$ cat src/rtl/glyph_plotter_if.sv
// Glyph plotter bus: draw request from the control side, ROM port, and pixel writes to vga.
// Directions are from the plotter's point of view in the slave modport.
interface glyph_plotter_if #(
    parameter int GLYPH_W = 5,
    parameter int ADDR_W  = 10
);
    logic                start;
    logic                clear;
    logic [7:0]          glyph;
    logic [7:0]          pos;
    logic [ADDR_W-1:0]   rom_addr;
    logic [GLYPH_W-1:0]  rom_data;
    logic [7:0]          x;
    logic [6:0]          y;
    logic [7:0]          pos_out;
    logic                colour;
    logic                plot;
    logic                busy;
    logic                done;

    modport slave (
        input  start, clear, glyph, pos, rom_data,
        output rom_addr, x, y, pos_out, colour, plot, busy, done
    );

    modport master (
        output start, clear, glyph, pos, rom_data,
        input  rom_addr, x, y, pos_out, colour, plot, busy, done
    );
endinterface

$ cat src/rtl/glyph_plotter.sv
// Purpose: fetch a GLYPH_W x GLYPH_H bitmap row by row from a registered ROM and emit one plot per pixel.
// Latency: first plot 3 cycles after start; busy for GLYPH_H*(GLYPH_W+2) cycles, then a 1-cycle done.
// Backpressure: none; start is accepted only in IDLE and dropped otherwise.
module glyph_plotter #(
    parameter int GLYPH_W = 5,
    parameter int GLYPH_H = 7,
    parameter int ADDR_W  = 10
) (
    input  logic          clock,
    input  logic          reset,
    glyph_plotter_if.slave bus
);
    typedef enum logic [2:0] {IDLE, FETCH, WAIT, DRAW, DONE} state_t;

    localparam int         FULL_W   = ADDR_W + 4;
    localparam logic [7:0] LAST_COL = 8'(GLYPH_W - 1);
    localparam logic [6:0] LAST_ROW = 7'(GLYPH_H - 1);

    state_t              state, state_n;
    logic [7:0]          glyph_l, glyph_n;
    logic [7:0]          pos_l, pos_n;
    logic                clear_l, clear_n;
    logic [6:0]          row, row_n;
    logic [GLYPH_W-1:0]  bits, bits_n;
    logic [ADDR_W-1:0]   addr_q, addr_n;
    logic [7:0]          x_q, x_n;
    logic [6:0]          y_q, y_n;
    logic                colour_q, colour_n;
    logic                plot_q, busy_q, done_q;
    logic [FULL_W-1:0]   addr_full;

    always_ff @(posedge clock) begin
        if (reset) begin
            state    <= IDLE;
            glyph_l  <= '0;
            pos_l    <= '0;
            clear_l  <= 1'b0;
            row      <= '0;
            bits     <= '0;
            addr_q   <= '0;
            x_q      <= '0;
            y_q      <= '0;
            colour_q <= 1'b0;
            plot_q   <= 1'b0;
            busy_q   <= 1'b0;
            done_q   <= 1'b0;
        end else begin
            state    <= state_n;
            glyph_l  <= glyph_n;
            pos_l    <= pos_n;
            clear_l  <= clear_n;
            row      <= row_n;
            bits     <= bits_n;
            addr_q   <= addr_n;
            x_q      <= x_n;
            y_q      <= y_n;
            colour_q <= colour_n;
            // Strobes are registered from the next state so they align exactly with it.
            plot_q   <= (state_n == DRAW);
            busy_q   <= (state_n == FETCH) || (state_n == WAIT) || (state_n == DRAW);
            done_q   <= (state_n == DONE);
        end
    end

    always_comb begin
        state_n  = state;
        glyph_n  = glyph_l;
        pos_n    = pos_l;
        clear_n  = clear_l;
        row_n    = row;
        bits_n   = bits;
        x_n      = x_q;
        y_n      = y_q;
        colour_n = colour_q;

        case (state)
            IDLE: begin
                if (bus.start) begin
                    glyph_n = bus.glyph;
                    pos_n   = bus.pos;
                    clear_n = bus.clear;
                    row_n   = '0;
                    state_n = FETCH;
                end
            end
            FETCH: state_n = WAIT;
            WAIT: begin
                // The leftmost pixel goes straight out; the rest are shifted out of bits.
                x_n      = '0;
                y_n      = row;
                colour_n = ~clear_l & bus.rom_data[GLYPH_W-1];
                bits_n   = bus.rom_data << 1;
                state_n  = DRAW;
            end
            DRAW: begin
                if (x_q < LAST_COL) begin
                    x_n      = x_q + 8'd1;
                    colour_n = ~clear_l & bits[GLYPH_W-1];
                    bits_n   = bits << 1;
                end else if (row < LAST_ROW) begin
                    row_n   = row + 7'd1;
                    state_n = FETCH;
                end else begin
                    state_n = DONE;
                end
            end
            DONE:    state_n = IDLE;
            default: state_n = IDLE;
        endcase

        // Wide intermediate, then silent truncation: high glyph indices wrap the ROM.
        addr_full = FULL_W'(glyph_n) * FULL_W'(GLYPH_H) + FULL_W'(row_n);
        addr_n    = (state_n == FETCH) ? addr_full[ADDR_W-1:0] : addr_q;
    end

    assign bus.rom_addr = addr_q;
    assign bus.x        = x_q;
    assign bus.y        = y_q;
    assign bus.pos_out  = pos_l;
    assign bus.colour   = colour_q;
    assign bus.plot     = plot_q;
    assign bus.busy     = busy_q;
    assign bus.done     = done_q;
endmodule

$ cat src/flat_wrapper.sv
// flat-port wrapper written by rule: the top's interface ports become plain ports
module glyph_plotter_flat 
#(
    parameter int GLYPH_W = 5,
    parameter int GLYPH_H = 7,
    parameter int ADDR_W  = 10
)
  (clock, reset, bus_start, bus_clear, bus_glyph, bus_pos, bus_rom_data, bus_rom_addr, bus_x, bus_y, bus_pos_out, bus_colour, bus_plot, bus_busy, bus_done);
  glyph_plotter_if #(.GLYPH_W(GLYPH_W), .ADDR_W(ADDR_W)) bus_i ();
  input  logic clock;
  input  logic reset;
  input wire logic [$bits(bus_i.start)-1:0] bus_start;
  input wire logic [$bits(bus_i.clear)-1:0] bus_clear;
  input wire logic [$bits(bus_i.glyph)-1:0] bus_glyph;
  input wire logic [$bits(bus_i.pos)-1:0] bus_pos;
  input wire logic [$bits(bus_i.rom_data)-1:0] bus_rom_data;
  output wire logic [$bits(bus_i.rom_addr)-1:0] bus_rom_addr;
  output wire logic [$bits(bus_i.x)-1:0] bus_x;
  output wire logic [$bits(bus_i.y)-1:0] bus_y;
  output wire logic [$bits(bus_i.pos_out)-1:0] bus_pos_out;
  output wire logic [$bits(bus_i.colour)-1:0] bus_colour;
  output wire logic [$bits(bus_i.plot)-1:0] bus_plot;
  output wire logic [$bits(bus_i.busy)-1:0] bus_busy;
  output wire logic [$bits(bus_i.done)-1:0] bus_done;
  assign bus_i.start = bus_start;
  assign bus_i.clear = bus_clear;
  assign bus_i.glyph = bus_glyph;
  assign bus_i.pos = bus_pos;
  assign bus_i.rom_data = bus_rom_data;
  assign bus_rom_addr = bus_i.rom_addr;
  assign bus_x = bus_i.x;
  assign bus_y = bus_i.y;
  assign bus_pos_out = bus_i.pos_out;
  assign bus_colour = bus_i.colour;
  assign bus_plot = bus_i.plot;
  assign bus_busy = bus_i.busy;
  assign bus_done = bus_i.done;
  glyph_plotter #(.GLYPH_W(GLYPH_W), .GLYPH_H(GLYPH_H), .ADDR_W(ADDR_W)) u_core (.clock(clock), .reset(reset), .bus(bus_i));
endmodule
$ cat config.mk
export PLATFORM = sky130hd
export DESIGN_NAME = glyph_plotter_flat
export DESIGN_NICKNAME = d
export VERILOG_FILES = /design/src/rtl/glyph_plotter_if.sv /design/src/rtl/glyph_plotter.sv /design/src/flat_wrapper.sv
export SDC_FILE = /design/constraint.sdc
export NUM_CORES = 1
export LEC_CHECK = 0
export CORE_ASPECT_RATIO = 1.1
export CORE_MARGIN = 3
export CORE_UTILIZATION = 46
export CTS_CLUSTER_SIZE = 14
export DETAILED_ROUTE_END_ITERATION = 8
export GPL_ROUTABILITY_DRIVEN = 1
export GPL_TIMING_DRIVEN = 0
export PLACE_DENSITY = 0.76
export SETUP_SLACK_MARGIN = 0.15
export SLEW_MARGIN = 30
export SYNTH_ARGS = -nofsm -noshare
export SYNTH_HDL_FRONTEND = slang
export SYNTH_SLANG_ARGS = --single-unit
$ cat constraint.sdc
create_clock -name clock -period 4.7 [get_ports clock]
set_clock_uncertainty 0.2 [all_clocks]
set_input_delay 0.705 -clock clock [delete_from_list [all_inputs] [get_ports clock]]
set_output_delay 0.705 -clock clock [all_outputs]
set_load 0.05 [all_outputs]
After elaboration in Yosys (flattened, before gate mapping):

Index checks and enable logic that the tools add are counted.
W data, S select, Z words.

* bits in read-only memories: 0
* word-level logic and storage cells: 52
* output and inout bits: 37
* bits in latches: 0
* flip-flop bits (word level): 61
* memory bits (writable): 0
* memories kept: 0

* multiplexer cells: 16
* divide/modulo/power cells: 0
* reduce and logical (&&, ||, !) cells: 6
* magnitude comparators: 2
* shift-type cells: 0
* $add $sub $neg: 3
* $mul: 1
* bitwise logic cells: 3
* equality and inequality tests: 8

Operators with widths (number)
* $mux W8: 3
* $mux W7: 3
* $pmux W8 S2: 1
* $pmux W7 S2: 1
* $eq A3 B2 Y1 const B: 4
* $pmux W3 S4: 1
* $add A10 B7 Y10: 1
* $mul A8 B3 Y10 const B: 1
* $pmux W5 S2: 1
* $mux W3: 3
* $add A8 B1 Y8 const B: 1
* $lt A8 B3 Y1 const B: 1
* $add A7 B1 Y7 const B: 1
* $lt A7 B3 Y1 const B: 1
* $eq A3 B1 Y1 const B: 2
* $mux W5: 1
* $reduce_and A2 Y1: 2
* $eq A3 B3 Y1 const B: 1
* $logic_not A3 Y1: 1
* $and A1 B1 Y1: 2
* $logic_or A1 B1 Y1: 2
* $ne A2 B1 Y1 const B: 1
* $pmux W1 S2: 1
* $reduce_bool A2 Y1: 1
* 2 further kinds: 2

Longest topological paths before layout:

* depth in word-level cells: 7
* gate-level depth with buffers: 15
* gate-level depth less buffers: 13

Worst setup path before layout:

No wires, ideal clock.

* kind: input to register
* start: input port bus_start
* end: register u_core.addr_q[9], in the netlist u_core.bus.rom_addr[9]
* setup slack: -0.043 ns
* data arrival time: 4.453 ns
* setup time: 0.091 ns
* stages on the path: 14
* cell sequence: nor4b_2 -> buf_2 -> mux2i_1 -> inv_1 -> fa_1 -> inv_1 -> fa_1 -> inv_1 -> ha_1 -> a211oi_1 -> nor3_1 -> o31a_1 -> or3_1 -> a311oi_1

* word-level cells in the longest chain between the ends: 4

Ends and longest elaborated chain
* start, declared: RTL line flat_wrapper.sv:12 `input wire logic [$bits(bus_i.start)-1:0] bus_start;`
* $mux W8: RTL line glyph_plotter.sv:78 `if (bus.start) begin`
* $mux W8: RTL line glyph_plotter.sv:76 `case (state)`
* net u_core.glyph_n[2]: RTL line glyph_plotter.sv:20 `logic [7:0] glyph_l, glyph_n;`
* $mul A8 B3 Y10: RTL line glyph_plotter.sv:112 `addr_full = FULL_W'(glyph_n) * FULL_W'(GLYPH_H) + FULL_W'(row_n);`
* $add A10 B7 Y10: RTL line glyph_plotter.sv:112
* end signal, assigned: RTL line glyph_plotter.sv:54 `addr_q <= addr_n;`
* end, declared: RTL line glyph_plotter.sv:25 `logic [ADDR_W-1:0] addr_q, addr_n;`

The timed path passes the listed nets, and every way through them passes these cells.
A chain may end at the register's enable or synchronous reset.

Worst setup path after layout:

* start: register u_core.state[0]
* end: register u_core.addr_q[9], in the netlist u_core.bus.rom_addr[9]

* word-level cells in the longest chain between the ends: 4

Ends and longest elaborated chain
* start, declared: RTL line glyph_plotter.sv:19 `state_t state, state_n;`
* start signal, assigned: RTL line glyph_plotter.sv:48 `state <= state_n;`
* $logic_not A3 Y1: RTL line glyph_plotter.sv:76
* $mux W8: RTL line glyph_plotter.sv:76
* $mul A8 B3 Y10: RTL line glyph_plotter.sv:112
* $add A10 B7 Y10: RTL line glyph_plotter.sv:112

Several ways; a longest one is shown, not always the timed one.

==> impl_metrics.csv <==
group,metric,value,unit
outcome,status,"completed",
place,portBuffers,60,
sta,drv_slew,0,
setup_path,start_kind,"register",
sta,fin_tns_setup,0,ns
floorplanning,rows,30,
setup_path,crit_top_cell,"buf_6",
logic_synthesis,ys_warn_count,0,
sta,period_needed,4.35,ns
logic_synthesis,syn_area_per_cell,9.32,sq um
place,post_dp_cell_area,3760,sq um
setup_path,crit_arrival,4.40,ns
clock_tree,clock-sinks,60,
floorplanning,die-area,7620,sq um
global_routing,grt_pass1_vias,2503,
sta,final_min_period_over_clock_period,0.926,
setup_path,crit_path_cell_trace,"buf_6 > nor4b_4 > buf_6 > mux2i_4 > buf_6 > fa_1 > fa_1 > inv_1 > fa_2 > a211oi_2 > nor3_1 > o31a_1 > or3_4 > a311oi_2",
pwr,power_frac_comb,0.355,
setup_path,cp_top_family,"adder cells",
setup_path,slowest_delay,0.50,ns
detailed_routing,routedWlPerCell,13.9,um
setup_path,slowest_stage,"fa_1",
setup_path,cp_num_buf_inv,4,
detailed_routing,drc,0,
place,place_hpwl,4950,um
sta,rsz0062_at_grt,"false",
pwr,seq_power_share,0.349,
layout,fin_area,4140,sq um
logic_synthesis,ys_seq_elements,60,
detailed_routing,viasPerCell,5.11,
floorplanning,dieWidth,83.5,um
logic_synthesis,synth_cell_types,48,
detailed_routing,drt_wl_total,6830,um
global_routing,grt_usage,0.184,
pwr,internal_power,1.06,mW
pwr,power.density,390,nW/um^2
pwr,ir_worst_vdd,313,uV
clock_tree,cts_buffers,9,
detailed_routing,postRouteAntennaNets,0,
layout,layout-drive-gt1-share,0.162,
floorplanning,core_area,6270,sq um
logic_synthesis,synth_area,3040,sq um
clock_tree,htreeDepth,3,
floorplanning,die_h,91.2,um
setup_path,required,4.75,ns
logic_synthesis,synthCells,326,
setup_path,worstSetupPathType,"reg -> reg",
layout,final_common_cell,"dfxtp_1",
logic_synthesis,syn-num-nets,380,
global_routing,grt_remaining_overflow,0,
floorplanning,pin_count,62,
logic_synthesis,ys_seq_area_frac,0.395,
logic_synthesis,synth_top_cell_area_share,0.395,
sta,worstMarginPinSlew,0.683,ns
clock_tree,clk_pin_slew,0.06,ns
setup_path,worst_setup_path_end_kind,"register",
place,gp_congestion,0.837,
layout,area_growth,36.4,%
sta,relSlewSlack,0.543,
detailed_routing,wl_met2,3550,um
detailed_routing,wl_met1,2930,um
pwr,swShare,0.345,
setup_path,cp_max_fo,10,
detailed_routing,met3_length,235,um
clock_tree,cts_hold_buffers,0,
clock_tree,cts_tree,"built",
logic_synthesis,netlist_top_cells_area,"dfxtp_1 40%, fa_1 8.6%, ha_1 6.6%, nand2_1 6.1%, mux2i_1 5.9%",
logic_synthesis,yosys.area.top_type,"dfxtp_1",
pwr,p_leak,1.73,nW
pwr,p_clk_frac,0.296,
sta,finalHoldViolations,0,
sta,timing.fmax,230,MHz
sta,finalSetupViolCount,0,
global_routing,grt_max_degree,11,
clock_tree,clock_latency,0.34,ns
floorplanning,start_util,0.485,
detailed_routing,drt_iter0_drc,161,
run,maxCapViolations,0,
detailed_routing,vias,2519,
sta,hold_ws,0.254,ns
layout,nNetsFinal,462,
detailed_routing,top_layer,"met4",
layout,n_antenna_cell,0,
clock_tree,root_buffer,"clkbuf_8",
worst_hold_path,hold_path_class,"reg -> reg",
clock_tree,clockBufferDepth,2,
layout,fillers,494,
pwr,net-switching-power,0.556,mW
layout,most-common-layout-cells,"60 x dfxtp_1, 59 x clkdlybuf4s50_1, 49 x nand2_1, 31 x nor2_1, 30 x a21oi_1",
detailed_routing,drt-pass1-iter-count,4,
global_routing,grt_antenna_before_repair,0,
global_routing,grt_pass1_wl,11300,um
-- power by group through the flow --
stage,Combinational [mW],Clock [mW],Sequential [mW]
2_1_floorplan,0.303,0,0.655
3_3_place_gp,0.515,0,0.572
3_5_place_dp,0.522,0,0.573
4_1_cts,0.563,0.487,0.564
5_1_grt,0.628,0.503,0.567
6_report,0.573,0.477,0.564
-- synthesized netlist by cell type, drive strengths merged --
| cell type | number |
|---|---|
| nor2b | 1 |
| xor2 | 2 |
| nand2b | 1 |
| nor3b | 2 |
| ha | 16 |
| nand2 | 49 |
| xnor2 | 4 |
| nand3b | 1 |
| or4 | 1 |
| or4b | 2 |
| mux2 | 1 |
| clkbuf | 7 |
| o31a | 1 |
| and3b | 2 |
| a22oi | 1 |
| nand3 | 3 |
| nor3 | 6 |
| buf | 10 |
| o21ai | 5 |
| and3 | 2 |
| dfxtp | 60 |
| a31oi | 2 |
| a31o | 1 |
| o211ai | 3 |
| nor2 | 33 |
| fa | 13 |
| a21o | 3 |
| inv | 20 |
| or3b | 1 |
| a21oi | 31 |
| mux2i | 18 |
| a211oi | 4 |
| nor4 | 3 |
| nand4 | 2 |
| a41oi | 1 |
| a311oi | 1 |
| or3 | 1 |
| nor4b | 1 |
| and2 | 11 |
-- worst register-to-register path: cells and delay by family, from the launching register on --
kind / cells / cell delay (ns)
AO/OA/AOI/OAI: 3 / 0.78
buffers and inverters: 4 / 0.57
flip-flops: 1 / 0.31
multiplexers: 1 / 0.31
adder cells (fa/ha/maj): 3 / 1.31
AND/OR/NAND/NOR: 3 / 0.80
-- path summary, 6_finish.rpt --
check,start,endpoint,slack [ns],cells after the start
min reg2reg,u_core.bus.y[3],u_core.bus.y[3],0.25,2
min,u_core.bus.y[3],u_core.bus.y[3],0.25,2
max,u_core.state[0],u_core.bus.rom_addr[9],0.35,14
max reg2reg,u_core.state[0],u_core.bus.rom_addr[9],0.35,14
-- metal layers --
metal / GRT usage / up-vias
li1: - / 1260
met1: 0.217 / 1194
met2: 0.322 / 52
met3: 0.0399 / 13
met4: 0.0764 / 0
met5: 0 / -
-- sequential cells by signal, indices dropped and copies added, names as in the netlist --
name and count:
u_core.bus.y 7, u_core.bits 4, u_core.bus.rom_addr 10, u_core.bus.colour 1
u_core.row 7, u_core.bus.x 8, u_core.bus.plot 1, u_core.state 3
u_core.bus.done 1, u_core.glyph_l 8, u_core.clear_l 1, u_core.bus.pos_out 8
u_core.bus.busy 1
-- metrics by stage --
stage | utilization | setup WS, ns | power (mW) | cells
floorplan | - | 0.152 | 0.959 | 326
global placement | 0.600 | -0.745 | 1.09 | 466
detailed placement | 0.600 | -0.821 | 1.10 | 466
CTS | 0.654 | 0.236 | 1.61 | 490
global route | 0.661 | 0.168 | 1.70 | 493
finish | 0.661 | 0.350 | 1.61 | 493
-- cell families (layout without fill, tap and decap cells) --
family | count (synthesis) | count (layout) | share of synthesized area
adders and majority gates | 29 | 29 | 0.152
DFF | 60 | 60 | 0.395
xor gates and xnor gates | 6 | 6 | 0.0173
and+or+nand+nor | 122 | 122 | 0.194
AOI/OAI and AO/OA | 53 | 53 | 0.117
muxes | 19 | 19 | 0.0630
buffers and inverters | 37 | 124 | 0.0618
-- repair_timing --
action | in CTS | in global routing
resized for setup | 17 | 7
pin swaps | 3 | 2
buffers inserted | 7 | 3
cloned | 1 | 0
endpoints found under the setup margin | 5 | 2
-- cell type report --
cell class,instances,area [sq um],share of cell area
sequential,60,1200,0.290
tap,80,100,0.0242
inverter,20,75.1,0.0181
clock buffer,12,155,0.0375
clock inverter,4,47.5,0.0115
timing repair buffer,71,682,0.165
buffer,17,119,0.0287
multi-input combinational,229,1760,0.426
Note: power is estimated with default switching activity, not from simulation.
